## config.mk

```make
export PLATFORM = sky130hd
export DESIGN_NAME = mem_access_ctrl
export DESIGN_NICKNAME = d
export VERILOG_FILES = /design/src/rtl/mem_access_ctrl.sv
export SDC_FILE = /design/constraint.sdc
export NUM_CORES = 1
export LEC_CHECK = 0
export CELL_PAD_IN_SITES_DETAIL_PLACEMENT = 1
export CELL_PAD_IN_SITES_GLOBAL_PLACEMENT = 1
export CORE_AREA = 3 3 136 138
export DETAILED_ROUTE_END_ITERATION = 6
export DIE_AREA = 0 0 139 141
export GPL_ROUTABILITY_DRIVEN = 1
export HOLD_SLACK_MARGIN = 0.12
export PLACE_DENSITY = 0.76
export SLEW_MARGIN = 20
export SYNTH_ARGS = -nofsm -noshare
export SYNTH_HDL_FRONTEND = slang
export SYNTH_SLANG_ARGS = --single-unit
export TNS_END_PERCENT = 5
```

## constraint.sdc

```tcl
create_clock -name clk -period 2.7 [get_ports clk]
set_input_delay 0.54 -clock clk [delete_from_list [all_inputs] [get_ports clk]]
set_output_delay 0.54 -clock clk [all_outputs]
set_load 0.05 [all_outputs]
```

## src/rtl/mem_access_ctrl.sv

```systemverilog
// mem_access_ctrl: MEM-stage load/store sequencer for a wait-stated data memory.
// Decodes the opcode, checks alignment, builds big-endian byte enables and
// lane-shifted store data, runs a req/ack access and stalls the pipeline
// while it is outstanding.
// Optional feature: define MEM_TIMEOUT_EN to abandon an access after
// TIMEOUT_CYC REQ cycles without dmem_ack (reported through addr_err).
module mem_access_ctrl #(
    parameter int unsigned TIMEOUT_CYC = 255,
    parameter int unsigned ADDR_W      = 32
) (
    input  logic              clk,
    input  logic              rst_n,
    input  logic              mem_op_valid,
    input  logic [5:0]        ir_op,
    input  logic [ADDR_W-1:0] addr,
    input  logic [31:0]       store_data,
    output logic              stall,
    output logic              load_valid,
    output logic [31:0]       load_raw,
    output logic [1:0]        load_addr_lo,
    output logic [5:0]        load_ir,
    output logic              addr_err,
    output logic              dmem_req,
    output logic              dmem_we,
    output logic [3:0]        dmem_be,
    output logic [ADDR_W-1:0] dmem_addr,
    output logic [31:0]       dmem_wdata,
    input  logic              dmem_ack,
    input  logic [31:0]       dmem_rdata
);

    localparam logic [5:0] OP_LB  = 6'b100000;
    localparam logic [5:0] OP_LH  = 6'b100001;
    localparam logic [5:0] OP_LWL = 6'b100010;
    localparam logic [5:0] OP_LW  = 6'b100011;
    localparam logic [5:0] OP_LBU = 6'b100100;
    localparam logic [5:0] OP_LHU = 6'b100101;
    localparam logic [5:0] OP_LWR = 6'b100110;
    localparam logic [5:0] OP_SB  = 6'b101000;
    localparam logic [5:0] OP_SH  = 6'b101001;
    localparam logic [5:0] OP_SWL = 6'b101010;
    localparam logic [5:0] OP_SW  = 6'b101011;
    localparam logic [5:0] OP_SWR = 6'b101110;

    typedef enum logic [1:0] {
        ST_IDLE = 2'd0,
        ST_REQ  = 2'd1,
        ST_DONE = 2'd2
    } state_t;

    state_t      r_state;
    state_t      w_state_next;
    logic        r_is_load;
    logic        w_is_load;
    logic        w_is_store;
    logic        w_misalign;
    logic        w_accept;
    logic        w_align_err;
    logic        w_ack_done;
    logic        w_timeout;
    logic        w_timeout_hit;
    logic [1:0]  w_k;
    logic [3:0]  w_be;
    logic [31:0] w_wdata;

    assign w_k = addr[1:0];

    // Opcode classification and alignment check
    always_comb begin
        w_is_load  = 1'b0;
        w_is_store = 1'b0;
        w_misalign = 1'b0;
        case (ir_op)
            OP_LB, OP_LWL, OP_LBU, OP_LWR: w_is_load = 1'b1;
            OP_LH, OP_LHU: begin
                w_is_load  = 1'b1;
                w_misalign = addr[0];
            end
            OP_LW: begin
                w_is_load  = 1'b1;
                w_misalign = |addr[1:0];
            end
            OP_SB, OP_SWL, OP_SWR: w_is_store = 1'b1;
            OP_SH: begin
                w_is_store = 1'b1;
                w_misalign = addr[0];
            end
            OP_SW: begin
                w_is_store = 1'b1;
                w_misalign = |addr[1:0];
            end
            default: ;
        endcase
    end

    // Big-endian byte enables and lane-aligned store data; loads read all lanes
    always_comb begin
        w_be    = 4'b1111;
        w_wdata = 32'h0;
        case (ir_op)
            OP_SB: begin
                w_be    = 4'b1000 >> w_k;
                w_wdata = {4{store_data[7:0]}};
            end
            OP_SH: begin
                w_be    = w_k[1] ? 4'b0011 : 4'b1100;
                w_wdata = {2{store_data[15:0]}};
            end
            OP_SW: begin
                w_be    = 4'b1111;
                w_wdata = store_data;
            end
            OP_SWL: begin
                w_be    = 4'b1111 >> w_k;
                w_wdata = store_data >> {w_k, 3'b000};
            end
            OP_SWR: begin
                w_be    = 4'b1111 << (2'd3 - w_k);
                w_wdata = store_data << {2'd3 - w_k, 3'b000};
            end
            default: ;
        endcase
    end

    // State register
    always_ff @(posedge clk or negedge rst_n) begin
        if (!rst_n) begin
            r_state <= ST_IDLE;
        end else begin
            r_state <= w_state_next;
        end
    end

    // Next-state logic, combinational stall and per-cycle event strobes
    always_comb begin
        w_state_next = r_state;
        stall        = 1'b0;
        w_accept     = 1'b0;
        w_align_err  = 1'b0;
        w_ack_done   = 1'b0;
        w_timeout    = 1'b0;
        case (r_state)
            ST_IDLE: begin
                if (mem_op_valid && (w_is_load || w_is_store)) begin
                    if (w_misalign) begin
                        w_align_err = 1'b1;
                    end else begin
                        w_accept     = 1'b1;
                        stall        = 1'b1;
                        w_state_next = ST_REQ;
                    end
                end
            end
            ST_REQ: begin
                stall = 1'b1;
                if (dmem_ack) begin
                    w_ack_done   = 1'b1;
                    w_state_next = ST_DONE;
                end else if (w_timeout_hit) begin
                    w_timeout    = 1'b1;
                    w_state_next = ST_DONE;
                end
            end
            ST_DONE: begin
                w_state_next = ST_IDLE;
            end
            default: begin
                w_state_next = ST_IDLE;
            end
        endcase
    end

`ifdef MEM_TIMEOUT_EN
    localparam int unsigned CNT_W = (TIMEOUT_CYC > 255) ? $clog2(TIMEOUT_CYC + 1) : 8;

    logic [CNT_W-1:0] r_wait_cnt;

    // Count REQ cycles spent waiting for dmem_ack
    always_ff @(posedge clk or negedge rst_n) begin
        if (!rst_n) begin
            r_wait_cnt <= '0;
        end else if (w_accept) begin
            r_wait_cnt <= '0;
        end else if (r_state == ST_REQ && !dmem_ack) begin
            r_wait_cnt <= r_wait_cnt + CNT_W'(1);
        end
    end

    // Fires in the REQ cycle whose increment would reach TIMEOUT_CYC
    assign w_timeout_hit = (r_wait_cnt == CNT_W'(TIMEOUT_CYC - 1));
`else
    logic w_unused_timeout;

    assign w_timeout_hit    = 1'b0;
    assign w_unused_timeout = (TIMEOUT_CYC != 0);
`endif

    // Memory interface and load result registers
    always_ff @(posedge clk or negedge rst_n) begin
        if (!rst_n) begin
            dmem_req     <= 1'b0;
            dmem_we      <= 1'b0;
            dmem_be      <= 4'b0000;
            dmem_addr    <= '0;
            dmem_wdata   <= 32'h0;
            load_ir      <= 6'h0;
            load_addr_lo <= 2'b00;
            load_raw     <= 32'h0;
            load_valid   <= 1'b0;
            addr_err     <= 1'b0;
            r_is_load    <= 1'b0;
        end else begin
            load_valid <= w_ack_done & r_is_load;
            addr_err   <= w_align_err | w_timeout;
            if (w_accept) begin
                dmem_req     <= 1'b1;
                dmem_we      <= w_is_store;
                dmem_be      <= w_be;
                dmem_addr    <= {addr[ADDR_W-1:2], 2'b00};
                dmem_wdata   <= w_wdata;
                load_ir      <= ir_op;
                load_addr_lo <= addr[1:0];
                r_is_load    <= w_is_load;
            end else if (w_ack_done || w_timeout) begin
                dmem_req <= 1'b0;
                dmem_we  <= 1'b0;
                dmem_be  <= 4'b0000;
                if (w_ack_done && r_is_load) begin
                    load_raw <= dmem_rdata;
                end
            end
        end
    end

endmodule

```

==> Word-level counts from Yosys, hierarchy flattened <==
Cells that the tools add are included.
{ "totals": {"ff_bits": 113, "inputBits": 106} }
{ "classes": {"n_addsub": 1, "eq_ne": 16, "shift": 5, "muxes": 24, "bitwise_logic": 2, "n_reduce_logical": 12} }
{ "ops": {"columns": ["op", "n"], "rows": [
  ["case mux 32 bit (5 select lines)", 1],
  ["== test 6 bit (second input constant)", 12],
  ["left shift 32 x 5 -> 32 bit", 1],
  ["right shift 32 x 5 -> 32 bit", 1],
  ["case mux 4 bit (4 select lines)", 1],
  ["2-to-1 mux 1 bit", 13],
  ["2-to-1 mux 4 bit", 3],
  ["right shift 4 x 2 -> 4 bit (first input constant)", 2],
  ["OR reduction 7 bit", 1],
  ["2-to-1 mux 2 bit", 3],
  ["inequality test 2 bit (second input constant)", 3],
  ["AND reduction 3 bit", 2],
  ["OR reduction 5 bit", 1],
  ["case mux 1 bit (2 select lines)", 2],
  ["case mux 2 bit (2 select lines)", 1],
  ["OR reduction 2 bit", 2],
  ["left shift 4 x 2 -> 4 bit (first input constant)", 1],
  ["OR reduction 3 bit", 1],
  ["== test 2 x 1 -> 1 bit (second input constant)", 1],
  ["logical AND 1 bit", 2],
  ["zero test 2 bit", 1],
  ["nonzero test 2 bit", 1],
  ["subtractor 2 bit (first input constant)", 1],
  ["AND 1 bit", 1],
  ["other kinds (2)", 2]
]} }

==> Depth between registers and ports, before layout <==
{ "logic_depth": {"word_depth": 9, "depth_mapped": 8} }

==> Worst setup path before layout <==
No wires, ideal clock.
{ "synth_timing": {"path_type": "input-to-output", "start": "input ir_op[3]", "end": "output stall", "t_arrival_ns": 2.116, "required_ns": 2.160, "setup_slack_ns": 0.044, "stages": 7, "n_path_buf": 3, "cell_sequence": "buf_2 -> mux2_2 -> a211oi_4 -> nand2_1 -> buf_2 -> buf_2 -> nand2_1"} }
{ "synth_via": {"elab_chain_len": 7, "word_cells_on_any_way": 24, "classes_between": "12 x eq/ne; 6 x mux; 6 x reduce/logical"} }
{ "synth_rtl": {"columns": ["element", "line", "source"], "rows": [
  ["start: declaration", "14", "input logic [5:0] ir_op,"],
  ["== test 6 bit", "73", "case (ir_op)"],
  ["OR reduction 7 bit (no line) / OR reduction 5 bit (equally long branches)", null, null],
  ["2-to-1 mux 1 bit", "73", null],
  ["logical OR 1 bit", "144", "if (mem_op_valid && (w_is_load || w_is_store)) begin"],
  ["logical AND 1 bit", "144", null],
  ["2-to-1 mux 1 bit *", "144", null],
  ["case mux 1 bit (2 select lines) *", "142", "case (r_state)"],
  ["end: declaration", "17", "output logic stall,"]
]} }
Every way passes the cells marked *; elsewhere a longest branch is shown, timed or not.

==> Worst setup path in the final report <==
{ "layout_timing": {"start": "input ir_op[1]", "end": "output stall"} }
Same word-level chain as after synthesis.

==> metrics <==
synth top area cells dfrtp_1, mux2_2, mux2_1, a221o_1, mux2i_1; clock slew at reported path FFs 0.06 ns; fin worst setup slack between 0.07 and 0.08 ns; Final HPWL DP ~17000 um; Via density between 5 and 6; Synth top cells by count dfrtp_1, mux2_2, mux2_1; IO Port Bufs between 200 and 250; Hold Vio Cnt, Final 0; post-place instance area approximately 8500 um2; Fillers ~1.8k; Async SR Flop Fraction 100%; Setup CP Type primary input to output port; Max-cap violations 0; DRT iter0 DRCs approximately 310; critical path startpoint category primary input; post-route cell area between 9000 and 10000 um2; Util after Layout 53.1%; clock buffer depth 2; Storage cell area 2830 um2; RSZ-0062 raised after global routing false; Yosys warning total 0; fmax between 300 and 400 MHz; largest net degree at the start of global routing 45; # rows 48; CP Max Fanout 2; grt ovf 0; top_reg_cell synth dfrtp_1; Synth top area share 48.2%; Core Area 17300 um2; Pre-antenna DRT Iters 4; clk root buf clkbuf_16; ANT cells 0; chip height around 140 um; CP required 2.16 ns; starting density of the core about a third; Crit path arrival time approximately 2.1 ns; post-route setup TNS 0 ns; clk_lat worst skew ~0.41 ns; initial antenna violation count 0; CTS Buf Count 17; Die X 139 um; Max-slew headroom a little over a third; Hold Path Class primary input to asynchronous set/reset pin; die footprint around 20000 um2; Worst Skew roughly 0.0088 ns; leakage power figure 0.00385 uW; drc violations 0; sequential-to-total area share from yosys stat around 48%; share of layout cells above drive strength 1 roughly a fifth; Slew @ Worst Pin between 0.9 and 1 ns; CTS tree yes; Syn Area/Cell around 12 um2; Mapped Area around 6000 um2; Power Density between 700 and 800 nW/um2; pre-CTS WS -0.0263 ns; nets between 800 and 900; clk sink count about 110; number of global-route vias before repair approximately 5.8k; Vias 5320; Tmin final 2.63 ns; Multi-input gate area about 2800 um2; EDFF count, synth 0; Tcrit/Tclk final a little over nine tenths; setup violators final 0; WL/cell between 20 and 25 um; Power Total between 7000 and 8000 uW; Yosys cell types 55; CP Capture Type output port; Max VDD drop 460 uV; GP Congestion between 0.8 and 0.9; status complete, no violations; cell with the most instances after synthesis dfrtp_1; DRT antenna net count 0; Synth Instances between 400 and 500; first-pass GRT wire length approximately 35000 um; overall routing resource usage between 20 and 25%; final wirelength between 20000 and 25000 um; Pins Over Slew Limit 0; Yosys reg bits approximately 110; IO Pins 219; post-synth top area cell dfrtp_1; area delta synth->final 56.3%; CTS HTree Levels 4
-- state kept, by name (all words and copies together), names as in the netlist --
register      count
addr_err          1
dmem_addr        30
dmem_be           4
dmem_req          1
dmem_wdata       32
dmem_we           1
load_addr_lo      2
load_ir           6
load_raw         32
load_valid        1
r_is_load         1
r_state           2
-- power by group --
part           switching (uW)  internal (uW)
logic                    1710            987
registers                 179           2020
clock network             837           1550
-- critical path, stage by stage --
cell and delay, ns:
clkdlybuf4s50_1 0.49, mux2_2 0.38, a211oi_4 0.26, nand2_1 0.15, nand2_2 0.12, buf_12 0.14
-- repair_timing --
action / in CTS / in global routing
endpoints found under the setup margin: 0 / 1
resized for setup: 0 / 2
hold buffers: 0 / 0
setup buffers: 0 / 0
-- final timing paths --
path,slack [ns],cells after the start,startpoint,end
min in group clk,0.48,1,dmem_addr[7],dmem_addr[7]
worst max register to register,0.63,6,r_state[1],dmem_addr[21]
worst max-delay path,0.07,6,ir_op[1],stall
worst min register to register,0.48,1,dmem_addr[7],dmem_addr[7]
max in group asynchronous,1.75,2,rst_n,load_ir[4]
worst min-delay path,0.13,1,rst_n,dmem_wdata[7]
-- layout make-up --
type,count,share of cell area [%]
flip-flops and latches,113,30.8
clock buffers,17,4.64
clock inverters,14,2.24
repair buffers,268,28.7
well taps,225,3.07
multi-input cells,320,30.3
inverters,8,0.327
-- metal layers --
| layer | track usage, % | vias to the layer above | wire, um |
|---|---|---|---|
| li1 | - | 2355 | - |
| met1 | 28.3 | 2654 | 9380 |
| met2 | 38.8 | 272 | 11100 |
| met3 | 5.66 | 39 | 1390 |
| met4 | 7.05 | 0 | 432 |
| met5 | 0 | - | 0 |
-- cell families after synthesis --
logic type | Yosys count | synth area share (%)
AOI/OAI and AO/OA | 117 | 16.0
xor gates and xnor gates | 1 | 0.149
other | 1 | 0.0639
muxes | 107 | 21.7
DFF | 113 | 48.2
buffers and inverters | 56 | 4.75
and+or+nand+nor | 93 | 9.14
-- per-stage QoR --
| stage | std cells | hold WS, ns |
|---|---|---|
| 3_5_place_dp | 934 | 0.473 |
| 6_report | 965 | 0.131 |
| 3_3_place_gp | 934 | 0.458 |
| 2_1_floorplan | 489 | 0.244 |
| 4_1_cts | 965 | 0.141 |
| 5_1_grt | 965 | 0.161 |
-- placed cells by master, fill, tap and decap left out, drive strengths merged, types with 2 or more instances in the layout --
cell type      instances
inv                   11
nand3                 21
and2                   2
bufinv                 4
a22oi                 10
nor3                  16
a22o                   8
clkinvlp               2
mux2i                 18
nor2b                  5
a32oi                 12
nand4b                 3
a21oi                  6
mux4                   8
conb                   2
clkbuf                17
dfrtp                113
and3b                  2
clkinv                 5
o211ai                 7
buf                   55
a21boi                 8
o2bb2ai               14
a221o                 18
a211oi                 2
clkdlybuf4s50        213
nand3b                 5
nand2                 13
a31oi                  6
or3b                   2
o21ai                 11
mux2                  81
or2                    2
a221oi                 3
o2111ai                2
nor2                   9
o22ai                  3
and3                   2
nand2b                 5
a21o                   2
Note: power is estimated with default switching activity, not from simulation.
